File: src/rtl/shift_pkg.sv
// Shared types and default widths for the sequential left shifter.
package shift_pkg;
    localparam int N_DEF  = 4;
    localparam int AW_DEF = 3;

    typedef enum logic [1:0] {
        IDLE  = 2'd0,
        SHIFT = 2'd1,
        DONE  = 2'd2
    } shift_state_t;
endpackage

File: src/rtl/shift_left_seq_if.sv
// Start/result handshake bundle for shift_left_seq; master drives requests, slave is the shifter.
interface shift_left_seq_if
    import shift_pkg::*;
#(
    parameter int N  = N_DEF,
    parameter int AW = AW_DEF
);
    logic          start;
    logic [N-1:0]  data_in;
    logic [AW-1:0] amount;
    logic          ready;
    logic [N-1:0]  data_out;
    logic          carry;
    logic          zero;
    logic          done;

    modport master (
        output start, data_in, amount,
        input  ready, data_out, carry, zero, done
    );

    modport slave (
        input  start, data_in, amount,
        output ready, data_out, carry, zero, done
    );
endinterface

File: src/rtl/shift_cnt.sv
// Loadable down counter tracking the remaining single-bit shifts.
module shift_cnt #(
    parameter int AW = 3
) (
    input  logic          clk,
    input  logic          rst,
    input  logic          load,
    input  logic          dec,
    input  logic [AW-1:0] load_val,
    output logic          is_one
);
    logic [AW-1:0] count_reg;

    always_ff @(posedge clk) begin
        if (rst) begin
            count_reg <= '0;
        end else if (load) begin
            count_reg <= load_val;
        end else if (dec) begin
            count_reg <= count_reg - 1'b1;
        end
    end

    assign is_one = (count_reg == AW'(1));
endmodule

File: src/rtl/shift_left_seq.sv
// Multi-cycle left shifter, one bit per clock with carry-out and done pulse.
// Define SHIFT_LEFT_ROTATE_EN to rotate (MSB refills bit 0) instead of zero-filling.
module shift_left_seq
    import shift_pkg::*;
#(
    parameter int N  = N_DEF,
    parameter int AW = AW_DEF
) (
    input  logic             clk,
    input  logic             rst,
    shift_left_seq_if.slave  bus
);
    shift_state_t  state_reg, state_next;
    logic [N-1:0]  data_reg, data_next;
    logic          carry_reg, carry_next;
    logic [N-1:0]  shifted;
    logic          fill_bit;
    logic          cnt_load, cnt_dec, cnt_is_one;

`ifdef SHIFT_LEFT_ROTATE_EN
    assign fill_bit = data_reg[N-1];
`else
    assign fill_bit = 1'b0;
`endif

    assign shifted[0] = fill_bit;
    for (genvar gi = 1; gi < N; gi++) begin : g_shift
        assign shifted[gi] = data_reg[gi-1];
    end

    shift_cnt #(.AW(AW)) u_cnt (
        .clk      (clk),
        .rst      (rst),
        .load     (cnt_load),
        .dec      (cnt_dec),
        .load_val (bus.amount),
        .is_one   (cnt_is_one)
    );

    always_comb begin
        state_next = state_reg;
        data_next  = data_reg;
        carry_next = carry_reg;
        cnt_load   = 1'b0;
        cnt_dec    = 1'b0;
        case (state_reg)
            IDLE: begin
                if (bus.start) begin
                    data_next  = bus.data_in;
                    carry_next = 1'b0;
                    cnt_load   = 1'b1;
                    state_next = (bus.amount != '0) ? SHIFT : DONE;
                end
            end
            SHIFT: begin
                carry_next = data_reg[N-1];
                data_next  = shifted;
                cnt_dec    = 1'b1;
                // Counter still holds the pre-decrement value: 1 means this is the last step.
                if (cnt_is_one) begin
                    state_next = DONE;
                end
            end
            DONE:    state_next = IDLE;
            default: state_next = IDLE;
        endcase
    end

    always_ff @(posedge clk) begin
        if (rst) begin
            state_reg <= IDLE;
            data_reg  <= '0;
            carry_reg <= 1'b0;
        end else begin
            state_reg <= state_next;
            data_reg  <= data_next;
            carry_reg <= carry_next;
        end
    end

    assign bus.ready    = (state_reg == IDLE);
    assign bus.done     = (state_reg == DONE);
    assign bus.zero     = (state_reg == DONE) && (data_reg == '0);
    assign bus.data_out = data_reg;
    assign bus.carry    = carry_reg;
endmodule
File: src/flat_wrapper.sv
// flat-port wrapper written by rule: the top's interface ports become plain ports
module shift_left_seq_flat import shift_pkg::*;
#(
    parameter int N  = N_DEF,
    parameter int AW = AW_DEF
)
  (clk, rst, bus_start, bus_data_in, bus_amount, bus_ready, bus_data_out, bus_carry, bus_zero, bus_done);
  shift_left_seq_if #(.N(N), .AW(AW)) bus_i ();
  input  logic clk;
  input  logic rst;
  input wire logic [$bits(bus_i.start)-1:0] bus_start;
  input wire logic [$bits(bus_i.data_in)-1:0] bus_data_in;
  input wire logic [$bits(bus_i.amount)-1:0] bus_amount;
  output wire logic [$bits(bus_i.ready)-1:0] bus_ready;
  output wire logic [$bits(bus_i.data_out)-1:0] bus_data_out;
  output wire logic [$bits(bus_i.carry)-1:0] bus_carry;
  output wire logic [$bits(bus_i.zero)-1:0] bus_zero;
  output wire logic [$bits(bus_i.done)-1:0] bus_done;
  assign bus_i.start = bus_start;
  assign bus_i.data_in = bus_data_in;
  assign bus_i.amount = bus_amount;
  assign bus_ready = bus_i.ready;
  assign bus_data_out = bus_i.data_out;
  assign bus_carry = bus_i.carry;
  assign bus_zero = bus_i.zero;
  assign bus_done = bus_i.done;
  shift_left_seq #(.N(N), .AW(AW)) u_core (.clk(clk), .rst(rst), .bus(bus_i));
endmodule
File: config.mk
export PLATFORM = sky130hd
export DESIGN_NAME = shift_left_seq_flat
export DESIGN_NICKNAME = d
export VERILOG_FILES = /design/src/rtl/shift_pkg.sv /design/src/rtl/shift_left_seq_if.sv /design/src/rtl/shift_cnt.sv /design/src/rtl/shift_left_seq.sv /design/src/flat_wrapper.sv
export SDC_FILE = /design/constraint.sdc
export NUM_CORES = 1
export LEC_CHECK = 0
export CAP_MARGIN = 5
export CORE_UTILIZATION = 38
export CTS_CLUSTER_DIAMETER = 30
export DETAILED_ROUTE_END_ITERATION = 10
export PLACE_DENSITY = 0.81
export SETUP_SLACK_MARGIN = 0.5
export SKIP_LAST_GASP = 1
export SLEW_MARGIN = 40
export SYNTH_ARGS = -nofsm -noshare
export SYNTH_HDL_FRONTEND = slang
export SYNTH_SLANG_ARGS = --single-unit
File: constraint.sdc
create_clock -name clk -period 1.16 [get_ports clk]
set_input_delay 0.174 -clock clk [delete_from_list [all_inputs] [get_ports clk]]
set_output_delay 0.174 -clock clk [all_outputs]
set_load 0.01 [all_outputs]
**After elaboration in Yosys (flattened, before gate mapping)**

Cells that the tools add are included.

- Add/sub/neg operators: 1
- $mul: 0
- Div/mod/pow operators: 0
- Order comparisons: 0
- Equality and inequality tests: 5
- Shifts and indexed selects: 0
- Mux-type cells: 13
- Bitwise operators: 0
- Reductions and logical operators: 8

Operator list:

| cell | count |
|---|---|
| 4-bit one-hot mux with 2 select lines | 1 |
| 2-bit 2-to-1 mux | 3 |
| 3-bit 2-to-1 mux | 2 |
| 4-bit zero test | 1 |
| 1-bit 2-to-1 mux | 4 |
| 4-bit 2-to-1 mux | 1 |
| 2-bit one-hot mux with 2 select lines | 1 |
| 2-bit AND reduction | 2 |
| 2-bit nonzero test | 2 |
| 3-bit by 1-bit == test with 1-bit output, second input constant | 1 |
| 3-bit nonzero test | 1 |
| 3-bit by 1-bit subtractor with 3-bit output, second input constant | 1 |
| 2-bit by 1-bit == test with 1-bit output, second input constant | 1 |
| 2-bit == test, second input constant | 1 |
| 2-bit zero test | 1 |
| 2-bit by 1-bit != test with 1-bit output, second input constant | 1 |
| 2-bit != test, second input constant | 1 |
| 1-bit one-hot mux with 2 select lines | 1 |
| 1-bit logical AND | 1 |

- Bits in registers: 10
- Latch bits: 0
- Memory bits (writable): 0
- Memory bits (read-only): 0
- Output and inout port bits: 8
- Logic and storage cells: 31
- Memories: 0

**Depth between registers and ports, before layout**

Gate-level depths: netlist of the first run.

- Word-level depth: 4
- Gate-level depth with buffers: 5

**By module**

A second synthesis of the first run with hierarchy kept.

- Cell total of the unflattened synthesis: 57
- Area total of the unflattened synthesis: 546.8 um^2

Modules (own cells, without submodules):

| module | instances | cells an instance | area an instance (um^2) |
|---|---|---|---|
| shift_left_seq | 1 | 37 | 359.1 |
| shift_cnt | 1 | 20 | 187.7 |

**Worst setup path after synthesis of the first run**

Ideal clock, no wire load.

- Path type: reg2reg
- Start point: register u_core.state_reg[0]
- End point: register u_core.u_cnt.count_reg[2]
- Arrival time: 1011 ps
- Required time: 1041 ps
- Path slack: 30 ps
- Stages on the path, launching flop included: 5
- Path buffers: 1
- Cell sequence: dfxtp_1 buf_2 mux2i_1 nor2_1 o221a_2

- Word-level cells in the longest chain between the ends: 3

Ends and longest elaborated chain:

| what | RTL line | RTL |
|---|---|---|
| start, declared | shift_left_seq.sv:13 | `shift_state_t state_reg, state_next;` |
| start signal, assigned | shift_left_seq.sv:75 | `state_reg <= state_next;` |
| 2-bit by 1-bit == test with 1-bit output or 2-bit zero test (tied branches) | shift_left_seq.sv:46 | `case (state_reg)` |
| 1-bit 2-to-1 mux | shift_left_seq.sv:46 |  |
| 2-bit nonzero test (no line) or 3-bit 2-to-1 mux (tied branches) | - |  |
| end signal, assigned | shift_cnt.sv:18 | `count_reg <= load_val;` |
| end signal, assigned | shift_cnt.sv:20 | `count_reg <= count_reg - 1'b1;` |
| end, declared | shift_cnt.sv:12 | `logic [AW-1:0] count_reg;` |

Parallel ways exist; a longest one is shown, timed or not.
A chain may end at the register's enable or synchronous reset.

**Worst setup path in the final report of the first run**

- Start point: register u_core.data_reg[1] (netlist: u_core.bus.data_out[1])
- End point: output port bus_zero

- Word-level cells in the longest chain between the ends: 2

Ends and longest elaborated chain:

| what | RTL line | RTL |
|---|---|---|
| start, declared | shift_left_seq.sv:14 | `logic [N-1:0] data_reg, data_next;` |
| start signal, assigned | shift_left_seq.sv:76 | `data_reg <= data_next;` |
| 4-bit zero test | shift_left_seq.sv:83 | `assign bus.zero = (state_reg == DONE) && (data_reg == '0);` |
| 1-bit logical AND | shift_left_seq.sv:83 |  |
| end, declared | flat_wrapper.sv:17 | `output wire logic [$bits(bus_i.zero)-1:0] bus_zero;` |

No other way between the ends.

==> impl_results.md, run 1 <==
- Status: finished with violations
- Failing checks: setup timing
- Number of distinct library cells after synthesis: 25
- Maximum vdd drop: 0.731 mV
- GR Util All Layers: between 20% and 30%
- Worst hold margin: between 0.4 and 0.5 ns
- Sequential share of power: approximately a third
- # setup viols final: 10
- FF-to-FF Start: u_core.state_reg[1]$_SDFFE_PP0P_
- Starting density of the core: 40.9%
- CP required: slightly below 1 ns
- # diodes: 0
- Leak Pwr: about 0.47 nW
- Max incr delay on CP: 0.33 ns
- CTS tree: done
- Layout fillers: between 60 and 70
- Area grow syn2layout: 115%
- Syn Area/Cell: approximately 8.2 sq um
- Delay-heaviest family, CP: simple AND/OR/NAND/NOR gates
- Synth Flop Type: dfxtp_1
- Post-synth EDFFs: 0
- Layout cells sized above 1: between 60 and 70%
- RSZ-0062 raised after global routing: yes
- Yosys top cell by area: dfxtp_1
- Commonest non-fill, non-tap cell in the layout: buf_6
- Slowest cell on crit path: dfxtp_2
- Via count: 699
- Antenna Violating Nets Remaining: 0
- Drt wl/cell: approximately 19 um
- Max-Cap Viols: 0
- Fmax achieved: approximately 760 MHz
- Fin. Hold Viols: 0
- Clk network pwr share: around a fifth
- Final setup margin: -0.150 ns
- Total power: 1.23 mW
- Crit. Startpoint: u_core.bus.data_out[1]$_SDFFE_PP0P_
- Via density: approximately 5.7
- WP data arrival: ~1.1 ns
- DP HPWL: between 1 and 1.5 mm
- Fraction of the cycle the final worst path needs: 113%
- Worst Path Buf+Inv: 1
- Core Box Area: roughly 1300 sq um
- Synthesized flop and latch total: 10
- Most frequent cells in the layout: 18 x buf_6, 13 x buf_4, 8 x clkdlybuf4s50_1
- Die area: between 1500 and 2000 sq um
- Asr flop ratio synth: 0%
- CP endpoint kind: primary output
- CTS Buf Count: 3
- Antenna violations before repair: 0
- Post-synth top area share: ~38%
- Clock root buffer: clkbuf_4
- Clock sink count: 10
- Origin of the worst min-delay path: bus_start
- Port buffer count: 17
- Pins Over Slew Limit: 0
- Fraction of the yosys area taken by sequential cells: between 30% and 40%
- Initial drt markers: 44
- Fin crit period: between 1 and 1.5 ns
- First-pass GRT wire length: 2.78 mm
- Row count: 13
- Switch share: 33.9%
- H-tree depth: 1
- NumNets Final: ~120
- Number of global-route vias before repair: between 600 and 700
- # IOs: 18
- Worst slack at placement: -0.401 ns
- Mapped Area: approximately 530 sq um
- Critical path, cell by cell: nor4_2 -> and2_4 -> buf_6
- Max reg flops: 4
- Hold Crit Class: in -> reg
- Largest net degree at the start of global routing: 8
- Synth Warn #: 0
- GP Congestion: slightly below 0.8
- Mapped Nets: 77
- CTS max path bufs: 2
- PwrDens: 1080 nW/um^2
- DRC viols: 0
- Worst Tran Pin Value: approximately 0.26 ns
- Internal: 816 uW
- Clock Skew: 0.00702 ns
- Clk_lat worst skew: 0.28 ns
- Routed WL: 2.30 mm
- Syn Inst Count: 65
- 1st-pass router iterations: 4
- Net Sw Power: around 420 uW
- Clock-pin slew on the worst setup and hold paths: 0.08 ns
- Largest cells by area after synthesis: dfxtp_1 38%, nor3_1 6.6%, a21oi_1 4.7%, ha_1 4.7%, nor2_1 4.2%
- Crit Path Max Fanout: 2
- Total gr overflow: 0
- Die W: between 30 and 40 um
- Combinational share of power: between 40% and 50%
- Die Ht: roughly 40 um
- Setup TNS: -0.725 ns
- Worst setup SP type: flip-flop
- Crit Path Class: reg -> out
- Relative slew slack: between 80 and 90%
==> worst reg2reg max path, delay by kind of cell, from the launching register on <==
family | cells | cell delay, ns
and+or+nand+nor | 3 | 0.46
buffers and inverters | 3 | 0.41
DFF | 1 | 0.34
==> logic make-up after synthesis <==
group,count (synthesis),share of synthesized area (%)
buffers and inverters,6,4.94
adder cells (fa/ha/maj),2,4.71
flip-flops,10,37.6
multiplexers,1,1.88
AND/OR/NAND/NOR,31,32.0
AO/OA/AOI/OAI,15,18.8
==> cell usage after synthesis (all sizes together), types with 2 or more instances <==
library cell,count
dfxtp,10
nor3,7
nor2,6
a21oi,5
nand2,4
buf,3
inv,3
nor2b,3
nor3b,3
o21ai,3
a211oi,2
and2,2
ha,2
nand3,2
==> per-stage QoR <==
stage	utilization, %	std cells	instance area [sq um]
6_report	88.0	122	1140
5_1_grt	88.0	122	1140
4_1_cts	78.9	115	1030
3_5_place_dp	67.0	108	872
3_3_place_gp	67.0	108	872
2_1_floorplan	-	65	599
==> routing by layer <==
metal / part of all wire [%] / GRT usage [%]
met5: 0 / 0
met4: 5.0 / 12.9
met3: 4.3 / 7.39
met2: 46 / 44.7
met1: 45 / 34.2
==> area by class of cell <==
class,count,area [sq um],area share (%)
Multi-Input combinational cell,49,455,39.8
Inverter,3,11.3,0.984
Sequential cell,10,213,18.6
Tap cell,15,18.8,1.64
Clock buffer,3,22.5,1.97
Timing Repair Buffer,42,424,37.0
==> what timing repair did <==
item	CTS	global route
setup endpoints to repair	18	18
setup buffers	4	7
hold buffers	0	0
pin swaps	16	5
resized for setup	63	17
==> power groups by stage <==
stage                     clock network [mW]  registers (mW)  logic (mW)
after floorplan                            0           0.428       0.176
after global placement                     0           0.419       0.337
after detailed placement                   0           0.420       0.345
after CTS                              0.250           0.421       0.416
after global routing                   0.271           0.428       0.574
final                                  0.257           0.427       0.549
==> worst paths after layout <==
| path | end | slack [ns] | cells after the start |
|---|---|---|---|
| hold reg to reg | u_core.u_cnt.count_reg[0]$_SDFFE_PP0P_ | 0.53 | 2 |
| setup / recovery | bus_zero | -0.15 | 3 |
| hold / removal | u_core.state_reg[1]$_SDFFE_PP0P_ | 0.45 | 3 |
| setup reg to reg | u_core.bus.data_out[3]$_SDFFE_PP0P_ | -0.12 | 6 |
(Power assumes the default switching activity.)
==> inputs of run 2 (changes only) <==
Settings changed: CORE_MARGIN set to 2.
==> run 2 against run 1 <==
Net effect:
- the run still ends with setup timing left
- total power is 7.9% lower
- final area is 4.7% lower
- register-to-register slack better by 0.06 ns
- final cell count is 4.1% lower
- maximum frequency is 2.5% higher
- count of clock-buffer cells in the layout stayed put
- critical path depth stayed put
- die area is 10% higher
- largest cell class unchanged
==> impl_results.md, run 2 (synthesis results as in run 1) <==
- Status: finished with violations
- Failing checks: setup timing
- Most frequent cells in the layout: 20 x buf_6, 8 x clkdlybuf4s50_1, 8 x buf_4
- Internal: 775 uW (-4.9%)
- Final setup margin: -0.118 ns (+0.0315 ns)
- Clock root buffer: clkbuf_4
- Multi-input logic area: 445 sq um (-2.2%)
- Crit. Startpoint: u_core.bus.data_out[0]$_SDFFE_PP0P_
- Commonest non-fill, non-tap cell in the layout: buf_6
- Fin. Hold Viols: 0 (unchanged)
- FF-to-FF Start: u_core.state_reg[1]$_SDFFE_PP0P_
- Crit Path Max Fanout: 2 (unchanged)
- # IOs: 18 (unchanged)
- Drt wl/cell: 16.7 um (-11%)
- WP data arrival: 1.10 ns (-0.04 ns)
- Total gr overflow: 0 (unchanged)
- Area grow syn2layout: 105%
- Net Sw Power: 361 uW (-14%)
- First-pass GRT wire length: 2.95 mm (+6.0%)
- Pins Over Slew Limit: 0 (unchanged)
- CTS Buf Count: 3 (unchanged)
- Die area: 1710 sq um (+10%)
- Fmax achieved: 782 MHz (+2.5%)
- Maximum vdd drop: 0.615 mV (-16%)
- Clk_lat worst skew: 0.27 ns (about the same)
- Relative slew slack: 84.6% (+1.8 points)
- Layout Cells excl Fill: 117 (-4.1%)
- Combinational share of power: 42.0% (-2.5 points)
- CP endpoint kind: primary output
- NumNets Final: 116 (-4.1%)
- Clock-pin slew on the worst setup and hold paths: 0.06 ns (-0.02 ns)
- WP depth: 3 (unchanged)
- Row count: 13 (unchanged)
- H-tree depth: 1 (unchanged)
- Largest net degree at the start of global routing: 8 (unchanged)
- Crit path to: bus_zero
- Worst setup SP type: flip-flop
- Fin crit period: 1.28 ns (-0.0315 ns)
- Crit Path Class: reg -> out
- Antenna violations before repair: 0 (unchanged)
- DP HPWL: 1.05 mm (+1.1%)
- Antenna Violating Nets Remaining: 0 (unchanged)
- Hold buffer count at CTS: 0 (unchanged)
- Critical path, cell by cell: nor4_2 -> and2_4 -> buf_6
- Max incr delay on CP: 0.33 ns (about the same)
- Via count: 654 (-6.4%)
- Worst hold margin: 0.465 ns (+0.0125 ns)
- GR Util All Layers: 21.9% (-6.0 points)
- Clock Skew: 0.00458 ns (-0.00244 ns)
- Worst-case reg-to-reg path depth: 4 (-2)
- Worst slack at placement: -0.322 ns (+0.0789 ns)
- Leak Pwr: 0.437 nW (-6.6%)
- CP required: 0.99 ns (about the same)
- # diodes: 0 (unchanged)
- Register area: 216 sq um (+1.8%)
- Worst Tran Pin Value: 0.228 ns (-0.0289 ns)
- Worst Path Buf+Inv: 1 (unchanged)
- Die Ht: 41.4 um (+5.1%)
- DRC viols: 0 (unchanged)
- Hold Crit Class: in -> reg
- Switch share: 31.8% (-2.1 points)
- Sequential share of power: 37.4% (+2.8 points)
- PwrDens: 1040 nW/um^2 (-3.4%)
- # setup viols final: 7 (-3)
- Core Box Area: 1300 sq um (unchanged)
- Reg2reg end: u_core.bus.data_out[2]$_SDFFE_PP0P_
- Post-placement cell area: 860 sq um (-1.4%)
- Starting density of the core: 40.9% (unchanged)
- CTS tree: done
- RSZ-0062 raised after global routing: yes
- Finished Cell Area: 1090 sq um (-4.7%)
- Routed WL: 1.96 mm (-15%)
- Layout cells sized above 1: 68.6% (+0.40 points)
- Initial drt markers: 11 (-75%)
- GP Congestion: 0.791 (about the same)
- Reg2reg setup slack: -0.06 ns (+0.06 ns)
- Number of global-route vias before repair: 664 (+9.0%)
- Port buffer count: 17 (unchanged)
- Clock sink count: 10 (unchanged)
- 1st-pass router iterations: 4 (unchanged)
- Placed Cells incl. Taps: 108 (unchanged)
- Fraction of the cycle the final worst path needs: 110% (-2.7 points)
- Delay-heaviest family, CP: simple AND/OR/NAND/NOR gates
- Max-Cap Viols: 0 (unchanged)
- CTS max path bufs: 2 (unchanged)
- Slowest cell on crit path: dfxtp_2
- Clk network pwr share: 20.5% (-0.4 points)
- Die W: 41.4 um (+5.1%)
- Layout fillers: 70 (+15%)
- Max reg flops: 4 (unchanged)
- Via density: 5.59 (-2.4%)
## run 2: cell count changes in the layout (fill, tap and decap cells not counted), moves of 2 or more
cell,previous run,this run
buf_4,13,8
nor3_1,2,5
buf_6,18,20
nor2_1,4,2
nor2_2,1,3
nor3_4,2,0
## run 2: metrics by stage
stage / power (mW) / TNS, ns / utilization, %
final: 1.14 / -0.378 / 83.8
after detailed placement: 0.760 / -3.13 / 66.1
after CTS: 1.06 / -0.159 / 77.9
after global placement: 0.750 / -3.02 / 66.1
after floorplan: 0.604 / 0 / -
after global routing: 1.18 / -0.656 / 83.8
## run 2: layout make-up
class	count	area share, %
repair buffers	37	34.3
flip-flops and latches	10	19.8
multi-input cells	49	40.8
well taps	15	1.72
clock buffers	3	2.06
inverters	3	1.26
## run 2: worst min path at each step
stage / depth (start not counted) / slack, ns / endpoint / startpoint
2_1_floorplan: 1 / 0.24 / u_core.state_reg[1]$_SDFFE_PP0P_ / rst
3_3_place_gp: 2 / 0.45 / u_core.bus.carry$_SDFFE_PP0P_ / u_core.bus.carry$_SDFFE_PP0P_
3_5_place_dp: 2 / 0.46 / u_core.bus.carry$_SDFFE_PP0P_ / u_core.bus.carry$_SDFFE_PP0P_
4_1_cts: 3 / 0.47 / u_core.bus.data_out[0]$_SDFFE_PP0P_ / bus_data_in[0]
5_1_grt: 3 / 0.48 / u_core.bus.data_out[0]$_SDFFE_PP0P_ / bus_data_in[0]
6_report: 3 / 0.47 / u_core.bus.data_out[0]$_SDFFE_PP0P_ / bus_data_in[0]
## run 2: repair_timing
action / CTS / global route
buffers inserted: 4 / 2
setup endpoints to repair: 18 / 18
resized for setup: 67 / 16
pin swaps: 16 / 6
## run 2: layer usage
layer  share of wire (%)  GRT usage, %  vias up  wire length [um]
met4                 3.2          6.45        0                63
li1                    -             -      307                 -
met2                  50          37.5       19               975
met3                 3.7          8.26       11                72
met1                  43          25.1      317               848
met5                   0             0        -                 0
## run 2: worst register-to-register path, stage by stage (launching register included)
cell	delay [ns]
dfxtp_2	0.32
buf_6	0.12
or3b_4	0.45
nor2_2	0.13
nor3_1	0.07
## run 2: power by group through the flow
stage          Combinational, mW  Clock [mW]  Sequential (mW)
5_1_grt                    0.505       0.247            0.427
4_1_cts                    0.404       0.240            0.419
6_report                   0.478       0.233            0.425
3_3_place_gp               0.334           0            0.416
3_5_place_dp               0.343           0            0.418
2_1_floorplan              0.176           0            0.428
